===== src/rtl/load_store_unit_if.sv =====
// Data-memory bus between the load/store unit (master) and data memory (slave).
interface load_store_unit_if #(
    parameter int WIDTH = 32
);
    logic             dmem_req;
    logic             dmem_we;
    logic [WIDTH-1:0] dmem_addr;
    logic [3:0]       dmem_be;
    logic [WIDTH-1:0] dmem_wdata;
    logic [WIDTH-1:0] dmem_rdata;
    logic             dmem_ready;

    modport master (
        output dmem_req, dmem_we, dmem_addr, dmem_be, dmem_wdata,
        input  dmem_rdata, dmem_ready
    );

    modport slave (
        input  dmem_req, dmem_we, dmem_addr, dmem_be, dmem_wdata,
        output dmem_rdata, dmem_ready
    );
endinterface


===== src/rtl/load_store_unit.sv =====
// Memory-access stage: issues word-aligned byte-enabled requests, stalls the core
// until completion, and sign/zero-extends load data for writeback.
module load_store_unit #(
    parameter int WIDTH   = 32,
    parameter int TIMEOUT = 255
) (
    input  logic              clk,
    input  logic              rst,
    input  logic              mem_read,
    input  logic              mem_write,
    input  logic [2:0]        funct3,
    input  logic [WIDTH-1:0]  addr,
    input  logic [WIDTH-1:0]  store_data,
    output logic [WIDTH-1:0]  load_data,
    output logic              stall,
    output logic              err,
    load_store_unit_if.master dmem
);
    localparam int CW = (TIMEOUT > 1) ? $clog2(TIMEOUT) : 1;
    localparam logic [CW-1:0] TMO_LAST = CW'(TIMEOUT - 1);

    typedef enum logic [1:0] {IDLE, BUSY, DONE} state_t;
    state_t state, state_nxt;

    logic [CW-1:0] tmo_cnt;
    logic [1:0]    off_p1;
    logic [2:0]    f3_p1;
    logic          err_tmo_p1;
    logic          access, illegal, f3_ok;
    logic          stall_c, err_ill, go, hs, tmo;

    function automatic logic [3:0] lane_be(input logic we, input logic [2:0] f3,
                                           input logic [1:0] off);
        if (!we)
            return 4'b1111;
        case (f3[1:0])
            2'b00:   return 4'b0001 << off;
            2'b01:   return 4'b0011 << {off[1], 1'b0};
            default: return 4'b1111;
        endcase
    endfunction

    function automatic logic [WIDTH-1:0] lane_wdata(input logic [2:0] f3,
                                                    input logic [WIDTH-1:0] d);
        case (f3[1:0])
            2'b00:   return {4{d[7:0]}};
            2'b01:   return {2{d[15:0]}};
            default: return d;
        endcase
    endfunction

    function automatic logic [WIDTH-1:0] load_ext(input logic [2:0] f3,
                                                  input logic [1:0] off,
                                                  input logic [WIDTH-1:0] rd);
        logic [WIDTH-1:0]        bsh, hsh;
        logic signed [7:0]       sb;
        logic signed [15:0]      sh;
        logic signed [WIDTH-1:0] r;
        bsh = rd >> {off, 3'b000};
        hsh = rd >> {off[1], 4'b0000};
        sb  = bsh[7:0];
        sh  = hsh[15:0];
        case (f3)
            3'b000:  r = WIDTH'(sb);
            3'b001:  r = WIDTH'(sh);
            3'b100:  r = {{(WIDTH-8){1'b0}}, bsh[7:0]};
            3'b101:  r = {{(WIDTH-16){1'b0}}, hsh[15:0]};
            default: r = rd;
        endcase
        return r;
    endfunction

    always_comb begin
        access  = mem_read | mem_write;
        f3_ok   = (funct3 == 3'b000) || (funct3 == 3'b001) || (funct3 == 3'b010) ||
                  (funct3 == 3'b100) || (funct3 == 3'b101);
        illegal = (mem_read & mem_write) | ~f3_ok | (mem_write & funct3[2]) |
                  ((funct3[1:0] == 2'b01) & addr[0]) |
                  ((funct3[1:0] == 2'b10) & (addr[1:0] != 2'b00));
    end

    always_comb begin
        state_nxt = state;
        stall_c   = 1'b0;
        err_ill   = 1'b0;
        go        = 1'b0;
        hs        = 1'b0;
        tmo       = 1'b0;
        case (state)
            IDLE: begin
                if (access) begin
                    if (illegal) begin
                        err_ill = 1'b1;
                    end else begin
                        stall_c   = 1'b1;
                        go        = 1'b1;
                        state_nxt = BUSY;
                    end
                end
            end
            BUSY: begin
                stall_c = 1'b1;
                if (dmem.dmem_req && dmem.dmem_ready) begin
                    hs        = 1'b1;
                    state_nxt = DONE;
                end else if (TIMEOUT != 0 && tmo_cnt == TMO_LAST) begin
                    tmo       = 1'b1;
                    state_nxt = DONE;
                end
            end
            default: state_nxt = IDLE;
        endcase
    end

    // Reset forces the core-facing controls low even while it is held.
    assign stall = stall_c & ~rst;
    assign err   = (err_ill | err_tmo_p1) & ~rst;

    // Request stage: captured on IDLE->BUSY, completed on ready or watchdog expiry
    always_ff @(posedge clk or posedge rst) begin
        if (rst) begin
            state           <= IDLE;
            tmo_cnt         <= '0;
            err_tmo_p1      <= 1'b0;
            off_p1          <= '0;
            f3_p1           <= '0;
            load_data       <= '0;
            dmem.dmem_req   <= 1'b0;
            dmem.dmem_we    <= 1'b0;
            dmem.dmem_addr  <= '0;
            dmem.dmem_be    <= '0;
            dmem.dmem_wdata <= '0;
        end else begin
            state      <= state_nxt;
            err_tmo_p1 <= tmo;
            if (go) begin
                tmo_cnt         <= '0;
                off_p1          <= addr[1:0];
                f3_p1           <= funct3;
                dmem.dmem_req   <= 1'b1;
                dmem.dmem_we    <= mem_write;
                dmem.dmem_addr  <= {addr[WIDTH-1:2], 2'b00};
                dmem.dmem_be    <= lane_be(mem_write, funct3, addr[1:0]);
                dmem.dmem_wdata <= lane_wdata(funct3, store_data);
            end
            if (hs) begin
                if (!dmem.dmem_we)
                    load_data <= load_ext(f3_p1, off_p1, dmem.dmem_rdata);
                dmem.dmem_req <= 1'b0;
                dmem.dmem_we  <= 1'b0;
            end else if (tmo) begin
                load_data     <= '0;
                dmem.dmem_req <= 1'b0;
                dmem.dmem_we  <= 1'b0;
            end else if (state == BUSY) begin
                tmo_cnt <= tmo_cnt + 1'b1;
            end
        end
    end
endmodule


===== src/flat_wrapper.sv =====
// flat-port wrapper written by rule: the top's interface ports become plain ports
module load_store_unit_flat 
#(
    parameter int WIDTH   = 32,
    parameter int TIMEOUT = 255
)
  (clk, rst, mem_read, mem_write, funct3, addr, store_data, load_data, stall, err, dmem_dmem_req, dmem_dmem_we, dmem_dmem_addr, dmem_dmem_be, dmem_dmem_wdata, dmem_dmem_rdata, dmem_dmem_ready);
  load_store_unit_if #(.WIDTH(WIDTH)) dmem_i ();
  input  logic clk;
  input  logic rst;
  input  logic mem_read;
  input  logic mem_write;
  input  logic [2:0] funct3;
  input  logic [WIDTH-1:0] addr;
  input  logic [WIDTH-1:0] store_data;
  output logic [WIDTH-1:0] load_data;
  output logic stall;
  output logic err;
  output wire logic [$bits(dmem_i.dmem_req)-1:0] dmem_dmem_req;
  output wire logic [$bits(dmem_i.dmem_we)-1:0] dmem_dmem_we;
  output wire logic [$bits(dmem_i.dmem_addr)-1:0] dmem_dmem_addr;
  output wire logic [$bits(dmem_i.dmem_be)-1:0] dmem_dmem_be;
  output wire logic [$bits(dmem_i.dmem_wdata)-1:0] dmem_dmem_wdata;
  input wire logic [$bits(dmem_i.dmem_rdata)-1:0] dmem_dmem_rdata;
  input wire logic [$bits(dmem_i.dmem_ready)-1:0] dmem_dmem_ready;
  assign dmem_dmem_req = dmem_i.dmem_req;
  assign dmem_dmem_we = dmem_i.dmem_we;
  assign dmem_dmem_addr = dmem_i.dmem_addr;
  assign dmem_dmem_be = dmem_i.dmem_be;
  assign dmem_dmem_wdata = dmem_i.dmem_wdata;
  assign dmem_i.dmem_rdata = dmem_dmem_rdata;
  assign dmem_i.dmem_ready = dmem_dmem_ready;
  load_store_unit #(.WIDTH(WIDTH), .TIMEOUT(TIMEOUT)) u_core (.clk(clk), .rst(rst), .mem_read(mem_read), .mem_write(mem_write), .funct3(funct3), .addr(addr), .store_data(store_data), .load_data(load_data), .stall(stall), .err(err), .dmem(dmem_i));
endmodule

===== config.mk =====
export PLATFORM = sky130hd
export DESIGN_NAME = load_store_unit_flat
export DESIGN_NICKNAME = d
export VERILOG_FILES = /design/src/rtl/load_store_unit_if.sv /design/src/rtl/load_store_unit.sv /design/src/flat_wrapper.sv
export SDC_FILE = /design/constraint.sdc
export NUM_CORES = 1
export LEC_CHECK = 0
export ABC_AREA = 1
export CAP_MARGIN = 20
export CELL_PAD_IN_SITES_DETAIL_PLACEMENT = 1
export CELL_PAD_IN_SITES_GLOBAL_PLACEMENT = 2
export CORE_AREA = 3 3 159 161
export DETAILED_ROUTE_END_ITERATION = 16
export DIE_AREA = 0 0 162 164
export PLACE_DENSITY_LB_ADDON = 0.12
export SKIP_CTS_REPAIR_TIMING = 1
export SYNTH_ARGS = -nofsm -noshare
export SYNTH_HDL_FRONTEND = slang
export SYNTH_SLANG_ARGS = --single-unit

===== constraint.sdc =====
create_clock -name clk -period 4.5 [get_ports clk]
set_clock_uncertainty 0.2 [all_clocks]
set_input_delay 0.9 -clock clk [delete_from_list [all_inputs] [get_ports clk]]
set_output_delay 0.9 -clock clk [all_outputs]
set_load 0.02 [all_outputs]

# Word-level counts from Yosys, hierarchy flattened

Cells that the tools add are included.

Bits in registers: 116
Output and inout port bits: 104
Logic and storage cells: 96

$add $sub $neg: 1
Equality and inequality tests: 15
Shift-type cells: 4
Muxes and demuxes: 37
Bitwise gates (word level): 14
Reductions and logical operators: 14

Operators with widths:

| cell                                                                  | count |
|---|---|
| 32-bit one-hot mux with 4 select lines                                | 1 |
| 32-bit 2-to-1 mux                                                     | 3 |
| 32-bit one-hot mux with 2 select lines                                | 1 |
| 8-bit 2-to-1 mux                                                      | 4 |
| 32-bit by 5-bit right shift with 16-bit output                        | 1 |
| 32-bit by 5-bit right shift with 8-bit output                         | 1 |
| 1-bit 2-to-1 mux                                                      | 19 |
| 3-bit equality test, second input constant                            | 4 |
| 8-bit by 1-bit adder with 8-bit output, second input constant         | 1 |
| 8-bit equality test, second input constant                            | 1 |
| 2-bit 2-to-1 mux                                                      | 4 |
| 4-bit 2-to-1 mux                                                      | 2 |
| 4-bit one-hot mux with 2 select lines                                 | 1 |
| 1-bit AND                                                             | 6 |
| 3-bit by 1-bit equality test with 1-bit output, second input constant | 2 |
| 3-bit logical NOT                                                     | 2 |
| 1-bit bitwise OR                                                      | 6 |
| 2-bit by 1-bit equality test with 1-bit output, second input constant | 2 |
| 2-bit logical NOT                                                     | 2 |
| 1-bit logical OR                                                      | 4 |
| 2-bit != test, second input constant                                  | 2 |
| 2-bit one-hot mux with 2 select lines                                 | 1 |
| 2-bit nonzero test                                                    | 2 |
| 1-bit by 2-bit left shift with 4-bit output, first input constant     | 1 |
| other kinds (11)                                                      | 12 |

# Depth between registers and ports, before layout

Gate-level depths: netlist (run 1).

Depth after elaboration: 17
Depth in mapped cells: 11

# Least setup slack after synthesis (run 1)

No wires, ideal clock.

Path kind: input to output
Start: in funct3[1]
End: out stall
Arrival time: 2.042 ns
Required time: 3.400 ns
Setup slack: 1.358 ns
Stages: 9
Buffers on the path: 3
Cell sequence: buf_2 -> inv_2 -> nand2_2 -> nor2_2 -> nor2_4 -> nand3_4 -> buf_6 -> buf_4 -> a21oi_1

Word-level cells in the longest chain between the ends: 14
Elaborated cells on any way between the ends: 22

Ends and longest elaborated chain:

| what                                                                                       | line                   | text |
|---|---|---|
| from (decl)                                                                                | flat_wrapper.sv:13     | `input logic [2:0] funct3;` |
| 3-bit by 1-bit equality test with 1-bit output / 3-bit logical NOT (equally long branches) | load_store_unit.sv:75  | `f3_ok = (funct3 == 3'b000) \|\| (funct3 == 3'b001) \|\| (funct3 == 3'b010) \|\|` |
| 1-bit logical OR (3 in series)                                                             | load_store_unit.sv:75  |  |
| 1-bit logical OR                                                                           | load_store_unit.sv:76  | `(funct3 == 3'b100) \|\| (funct3 == 3'b101);` |
| 1-bit NOT                                                                                  | load_store_unit.sv:77  | `illegal = (mem_read & mem_write) \| ~f3_ok \| (mem_write & funct3[2]) \|` |
| 1-bit bitwise OR (3 in series)                                                             | load_store_unit.sv:77  |  |
| 1-bit bitwise OR (*)                                                                       | load_store_unit.sv:78  | `((funct3[1:0] == 2'b01) & addr[0]) \|` |
| 1-bit 2-to-1 mux (*)                                                                       | load_store_unit.sv:92  | `if (illegal) begin` |
| 1-bit 2-to-1 mux (*)                                                                       | load_store_unit.sv:91  | `if (access) begin` |
| 1-bit one-hot mux with 2 select lines (*)                                                  | load_store_unit.sv:89  | `case (state)` |
| 1-bit AND (*)                                                                              | load_store_unit.sv:116 | `assign stall = stall_c & ~rst;` |
| to (decl)                                                                                  | flat_wrapper.sv:17     | `output logic stall;` |

Every way passes the cells marked *; elsewhere a longest branch is shown, timed or not.

# Final worst setup path (run 1)

Start: in funct3[1]
End: out err

Word-level cells in the longest chain between the ends: 15
Elaborated cells on any way between the ends: 23

Ends and longest elaborated chain:

| what                                                                                       | line                   | text |
|---|---|---|
| 3-bit by 1-bit equality test with 1-bit output / 3-bit logical NOT (equally long branches) | load_store_unit.sv:75  |  |
| 1-bit logical OR (3 in series)                                                             | load_store_unit.sv:75  |  |
| 1-bit logical OR                                                                           | load_store_unit.sv:76  |  |
| 1-bit NOT                                                                                  | load_store_unit.sv:77  |  |
| 1-bit bitwise OR (3 in series)                                                             | load_store_unit.sv:77  |  |
| 1-bit bitwise OR (*)                                                                       | load_store_unit.sv:78  |  |
| 1-bit 2-to-1 mux (*)                                                                       | load_store_unit.sv:92  |  |
| 1-bit 2-to-1 mux (*)                                                                       | load_store_unit.sv:91  |  |
| 1-bit 2-to-1 mux (*)                                                                       | load_store_unit.sv:89  |  |
| 1-bit bitwise OR (*)                                                                       | load_store_unit.sv:117 | `assign err = (err_ill \| err_tmo_p1) & ~rst;` |
| 1-bit AND (*)                                                                              | load_store_unit.sv:117 |  |
| to (decl)                                                                                  | flat_wrapper.sv:18     | `output logic err;` |

Marks and branches as above.

==> results.json, run 1 <==
{
  "status": "finished clean",
  "min_path_type": "flop to flop",
  "drive_gt1_frac": 0.06435,
  "drc": 0,
  "synth_edf_count": 0,
  "cts.sinks": 116,
  "grt_pass1_wl_mm": 32.37,
  "grt_max_degree": 72,
  "gp_congestion": 0.7322,
  "num_vias": 5491,
  "swShare": 0.4093,
  "synth_cell_types": 29,
  "p_per_area_mw_per_mm2": 698.3,
  "drt_iter0_drc": 189,
  "die_area_mm2": 0.02657,
  "setup_tns_ns": 0,
  "min_to": "u_core.load_data[14]$_DFFE_PP0P_",
  "power.switching_w": 0.002460,
  "slew_headroom": 0.4533,
  "cts_tree": "done",
  "hold_violations": 0,
  "p_seq_frac": 0.307,
  "required_ns": 3.40,
  "finalNetCount": 1041,
  "cp.arrival_ns": 2.78,
  "cts.path.max_buffers": 2,
  "insertion_delay_ns": 0.41,
  "ant_nets": 0,
  "slew_viol_final": 0,
  "synthesis.instances": 740,
  "tightest_slew_ns": 0.8170,
  "post-route-min-period_ns": 3.877,
  "grt_usage": 0.1555,
  "path_class": "input port to output port",
  "worstHoldStart": "u_core.load_data[14]$_DFFE_PP0P_",
  "cp-end-kind": "output port",
  "viasPerCell": 4.317,
  "die_h_um": 164,
  "r2r_cells": 9,
  "clkPwrFrac": 0.230,
  "die_x_um": 162,
  "core_mm2": 0.02411,
  "antenna_found_initial": 2,
  "cp_max_fo": 7,
  "portBuffers": 205,
  "yosysSeqAreaShare": 0.5078,
  "vdd_drop_max_mv": 0.2864,
  "period_share": 0.8615,
  "cts_buffers": 17,
  "syn-cell-area_mm2": 0.005717,
  "cts_root_buf": "clkbuf_16",
  "drv_cap": 0,
  "drtPass1Iterations": 4,
  "synth.area.top_cells": "dfrtp_1 51%, nand2_1 19%, nor2_1 4.9%",
  "rsz0062_at_grt": "false",
  "yosysTopAreaCell": "dfrtp_1",
  "first_global_vias": 6019,
  "holdPathStages": 2,
  "h-tree-depth": 4,
  "syn_avg_cell_area_um2": 7.725,
  "drt_wl_total_mm": 20.32,
  "antennaDiodeCount": 0,
  "ioPinCount": 208,
  "hpwl_mm": 14.67,
  "start_util": 0.2372,
  "cp-start-kind": "input port",
  "synth_top_area_share": 0.5078,
  "rr_endpoint": "u_core.dmem.dmem_be[2]$_DFFE_PP0P_",
  "internal-power_w": 0.003550,
  "row_count": 57,
  "fmax_mhz": 257.9,
  "design_area_mm2": 0.008607,
  "utilization": 0.3571,
  "setup_viol": 0,
  "yosysWarningCount": 0,
  "syn2layout_area_growth_pct": 50.56,
  "r2r_start": "u_core.state[0]$_DFFE_PP0P_",
  "overflow": 0,
  "r2r_slack_ns": 2.01,
  "power_frac_comb": 0.463,
  "synth_seq_cells": 116,
  "placed_area_mm2": 0.008005,
  "synthArstFlopShare": 1.000,
  "p_leak_nw": 4.090,
  "clkTransAtPathRegs_ns": 0.06,
  "synth_ff_type": "dfrtp_1",
  "wl_per_cell_um": 15.98
}
## metal layers
| layer | global-route usage | vias to the layer above | part of all wire |
|---|---|---|---|
| li1 | - | 2739 | - |
| met1 | 0.1957 | 2592 | 0.45 |
| met2 | 0.2444 | 139 | 0.45 |
| met3 | 0.06910 | 17 | 0.087 |
| met4 | 0.04110 | 4 | 0.012 |
| met5 | 0 | - | 0.0010 |
## metrics by stage
step | instances | hold WS, ns | total power, W | setup WS (ns)
6_report | 1272 | 0.2743 | 0.006010 | 0.6232
2_1_floorplan | 741 | 0.2746 | 0.003391 | 0.3276
5_1_grt | 1272 | 0.3027 | 0.006493 | 0.4946
3_3_place_gp | 1240 | 0.2623 | 0.004680 | 0.5969
3_5_place_dp | 1240 | 0.2662 | 0.004691 | 0.5616
4_1_cts | 1272 | 0.2794 | 0.006136 | 0.5717
## synth_stat cells, types with 2 or more instances
master	instances
nand3_1	42
clkbuf_1	7
buf_6	7
mux2i_1	7
ha_1	2
inv_1	36
a21oi_1	49
o21ai_1	7
nand3_4	3
nor2_1	74
nand2_1	282
nand4_1	5
o21ai_0	55
buf_2	15
nand2_2	4
dfrtp_1	116
inv_2	4
nor2_2	4
or2_2	3
buf_4	9
## final cells by class
type	instances	area (um^2)
clock inverters	13	148.9
inverters	41	156.4
flip-flops and latches	116	2903
fillers	2942	15500
well taps	324	405.4
multi-input cells	546	2416
repair buffers	213	2125
clock buffers	19	452.9
## logic make-up (layout without fill, tap and decap cells)
logic type      after synthesis  in the layout  synth area share
mux                           7              7           0.01226
flops                       116            116            0.5078
simple gates                421            421            0.3033
fa+ha+maj                     2              2          0.004377
other cells                   1              2         0.0006560
buf+inv                      79            286           0.07026
xor+xnor                      1              1          0.001532
compound gates              113            113           0.09980
## power by group through the flow
stage,sequential (W),combinational [W],clock (W)
after floorplan,0.00229,0.00110,0
after global placement,0.00186,0.00282,0
after detailed placement,0.00186,0.00283,0
after CTS,0.00185,0.00285,0.00144
after global routing,0.00192,0.00309,0.00148
final,0.00185,0.00278,0.00138
## worst max-delay path, stage by stage
cell	delay (ns)
clkdlybuf4s50_1	0.67
inv_2	0.10
nand2_2	0.09
nor2_2	0.05
nor2_4	0.11
nand2_1	0.06
a21oi_1	0.20
nor2_1	0.06
clkdlybuf4s50_1	0.53
## how the worst max path moves through the flow
stage                                                  to  startpoint  slack, ns  cells past startpoint
floorplan           u_core.dmem.dmem_addr[10]$_DFFE_PP0P_         rst       0.33                      1
global placement                                      err   funct3[1]       0.60                      9
detailed placement     u_core.dmem.dmem_be[2]$_DFFE_PP0P_   funct3[1]       0.56                     12
CTS                                                   err   funct3[1]       0.57                      9
global route                                        stall   funct3[1]       0.49                      8
finish                                                err   funct3[1]       0.62                      9
## cells in the final DEF, fill, tap and decap left out, drive strengths merged, types with 3 or more instances in the layout
master         netlist  final
nand2              286    286
clkdlybuf4s50        0    205
dfrtp              116    116
nor2                79     79
o21ai               62     62
a21oi               49     49
nand3               46     46
inv                 40     44
clkbuf               7     19
buf                 31      8
mux2i                7      7
nand4                5      5
clkinv               1      5
or2                  4      4
clkinvlp             0      3
## flip-flops by register name, summed over array words and instances, names as in the netlist, 2 cells and up
register and flops:
u_core.f3_p1 3, u_core.dmem.dmem_wdata 32, u_core.load_data 32, u_core.state 2
u_core.dmem.dmem_addr 30, u_core.tmo_cnt 8, u_core.dmem.dmem_be 4, u_core.off_p1 2
Note: power is estimated with default switching activity, not from simulation.
==> run 2, diff against run 1 <==
--- a/config.mk
+++ b/config.mk
@@ -12,8 +12,8 @@
 export CORE_AREA = 3 3 159 161
 export DETAILED_ROUTE_END_ITERATION = 16
 export DIE_AREA = 0 0 162 164
+export GPL_ROUTABILITY_DRIVEN = 0
 export PLACE_DENSITY_LB_ADDON = 0.12
-export SKIP_CTS_REPAIR_TIMING = 1
 export SYNTH_ARGS = -nofsm -noshare
 export SYNTH_HDL_FRONTEND = slang
 export SYNTH_SLANG_ARGS = --single-unit
==> constraint.sdc (replaced) <==
create_clock -name clk -period 3.93 [get_ports clk]
set_clock_uncertainty 0.2 [all_clocks]
set_input_delay 0.786 -clock clk [delete_from_list [all_inputs] [get_ports clk]]
set_output_delay 0.786 -clock clk [all_outputs]
set_load 0.02 [all_outputs]
==> results.json, run 2 (same netlist as run 1, synthesis figures left out) <==
{
  "status": "finished clean",
  "first_global_vias": 5862,
  "portBuffers": 205,
  "drt_wl_total_mm": 20.37,
  "overflow": 0,
  "reg_top3": "u_core.dmem.dmem_wdata x32, u_core.load_data x32, u_core.dmem.dmem_addr x30",
  "cts.path.max_buffers": 2,
  "core_mm2": 0.02411,
  "internal-power_w": 0.003966,
  "design_area_mm2": 0.008587,
  "slew_viol_final": 0,
  "row_count": 57,
  "crit_chain": "clkdlybuf4s50_1 -> nor2_1 -> nand3_1 -> nand2_1 -> nand3_4 -> a21oi_1 -> clkdlybuf4s50_1",
  "grt_pass1_wl_mm": 32.21,
  "ioPinCount": 208,
  "swShare": 0.4166,
  "path_class": "input port to output port",
  "grt_max_degree": 84,
  "tightest_slew_ns": 0.8149,
  "required_ns": 2.94,
  "drc": 0,
  "vdd_drop_max_mv": 0.2722,
  "cp-start-kind": "input port",
  "p_per_area_mw_per_mm2": 791.7,
  "die_area_mm2": 0.02657,
  "setup_tns_ns": 0,
  "h-tree-depth": 4,
  "hold_violations": 0,
  "cts_buffers": 17,
  "final_cell_mix": "282 x nand2_1, 205 x clkdlybuf4s50_1, 116 x dfrtp_1",
  "cts.sinks": 116,
  "crit_slowest_cell": "clkdlybuf4s50_1",
  "drt_iter0_drc": 186,
  "hold_ws_ns": 0.2746,
  "cts_resized": 0,
  "antenna_found_initial": 1,
  "ant_nets": 0,
  "utilization": 0.3562,
  "cp_max_fo": 4,
  "num_vias": 5533,
  "slew_headroom": 0.4567,
  "viasPerCell": 4.346,
  "critPathMostFrequentCell": "clkdlybuf4s50_1",
  "p_seq_frac": 0.311,
  "insertion_delay_ns": 0.41,
  "postCtsSetupBuffers": 0,
  "rsz0062_at_grt": "false",
  "crit_path_max_incr_delay_ns": 0.64,
  "hpwl_mm": 14.74,
  "cts_tree": "done",
  "post-route-min-period_ns": 3.545,
  "drv_cap": 0,
  "min_path_type": "flop to flop",
  "clkTransAtPathRegs_ns": 0.06,
  "final_common_cell": "nand2_1",
  "grt_usage": 0.1551,
  "cp-end-kind": "output port",
  "wl_per_cell_um": 16.00,
  "antennaDiodeCount": 0,
  "cts_hold_buf": 0,
  "power.switching_w": 0.002832,
  "r2r_slack_ns": 1.56,
  "drtPass1Iterations": 4,
  "period_share": 0.9019,
  "die_h_um": 164,
  "setup_viol": 0,
  "cp.arrival_ns": 2.56,
  "finalNetCount": 1042,
  "drive_gt1_frac": 0.06428,
  "fmax_mhz": 282.1,
  "cts_root_buf": "clkbuf_16",
  "p_leak_nw": 4.071,
  "die_x_um": 162,
  "power_frac_comb": 0.470,
  "start_util": 0.2372,
  "placed_area_mm2": 0.008026,
  "clkPwrFrac": 0.219,
  "syn2layout_area_growth_pct": 50.21
}
## run 2: critical path, delay by kind of cell
family | cells | cell delay (ns)
AO/OA/AOI/OAI | 1 | 0.14
AND/OR/NAND/NOR | 4 | 0.51
buffers and inverters | 2 | 1.13
## run 2: area by class of cell
class / instances / area, um^2
Fill cell: 2948 / 15520
Clock inverter: 14 / 131.4
Multi-Input combinational cell: 546 / 2416
Clock buffer: 18 / 429.2
Sequential cell: 116 / 2903
Timing Repair Buffer: 214 / 2145
Tap cell: 324 / 405.4
Inverter: 41 / 157.7
## run 2: final timing paths
path                                                      start                              endpoint  cells past startpoint
max                                                   funct3[0]                                 stall                      7
min                        u_core.dmem.dmem_addr[7]$_DFFE_PP0P_  u_core.dmem.dmem_addr[7]$_DFFE_PP0P_                      2
min reg2reg                u_core.dmem.dmem_addr[7]$_DFFE_PP0P_  u_core.dmem.dmem_addr[7]$_DFFE_PP0P_                      2
max reg2reg                         u_core.state[0]$_DFFE_PP0P_           u_core.tmo_cnt[0]$_DFF_PP0_                      7
max in group asynchronous                                   rst      u_core.load_data[23]$_DFFE_PP0P_                      3
min in group asynchronous                                   rst           u_core.tmo_cnt[0]$_DFF_PP0_                      2
## run 2: metal layers
layer / wire (um) / up-vias / global-route usage
li1: - / 2750 / -
met5: 9 / - / 0
met1: 9028 / 2625 / 0.1934
met2: 9287 / 142 / 0.2472
met4: 168 / 2 / 0.03722
met3: 1878 / 14 / 0.06936
## run 2: power groups by stage
stage	Combinational, W	Sequential [W]	Clock, W
floorplan	0.00126	0.00263	0
global placement	0.00324	0.00213	0
detailed placement	0.00325	0.00213	0
CTS	0.00327	0.00213	0.00154
global route	0.00353	0.00220	0.00160
finish	0.00319	0.00212	0.00149
## run 2: stage by stage
stage,setup slack [ns],instances,total power (W)
floorplan,1.016,741,0.003883
global placement,0.3751,1241,0.005367
detailed placement,0.3530,1241,0.005386
CTS,0.3447,1273,0.006937
global route,0.2472,1273,0.007335
finish,0.3855,1273,0.006798
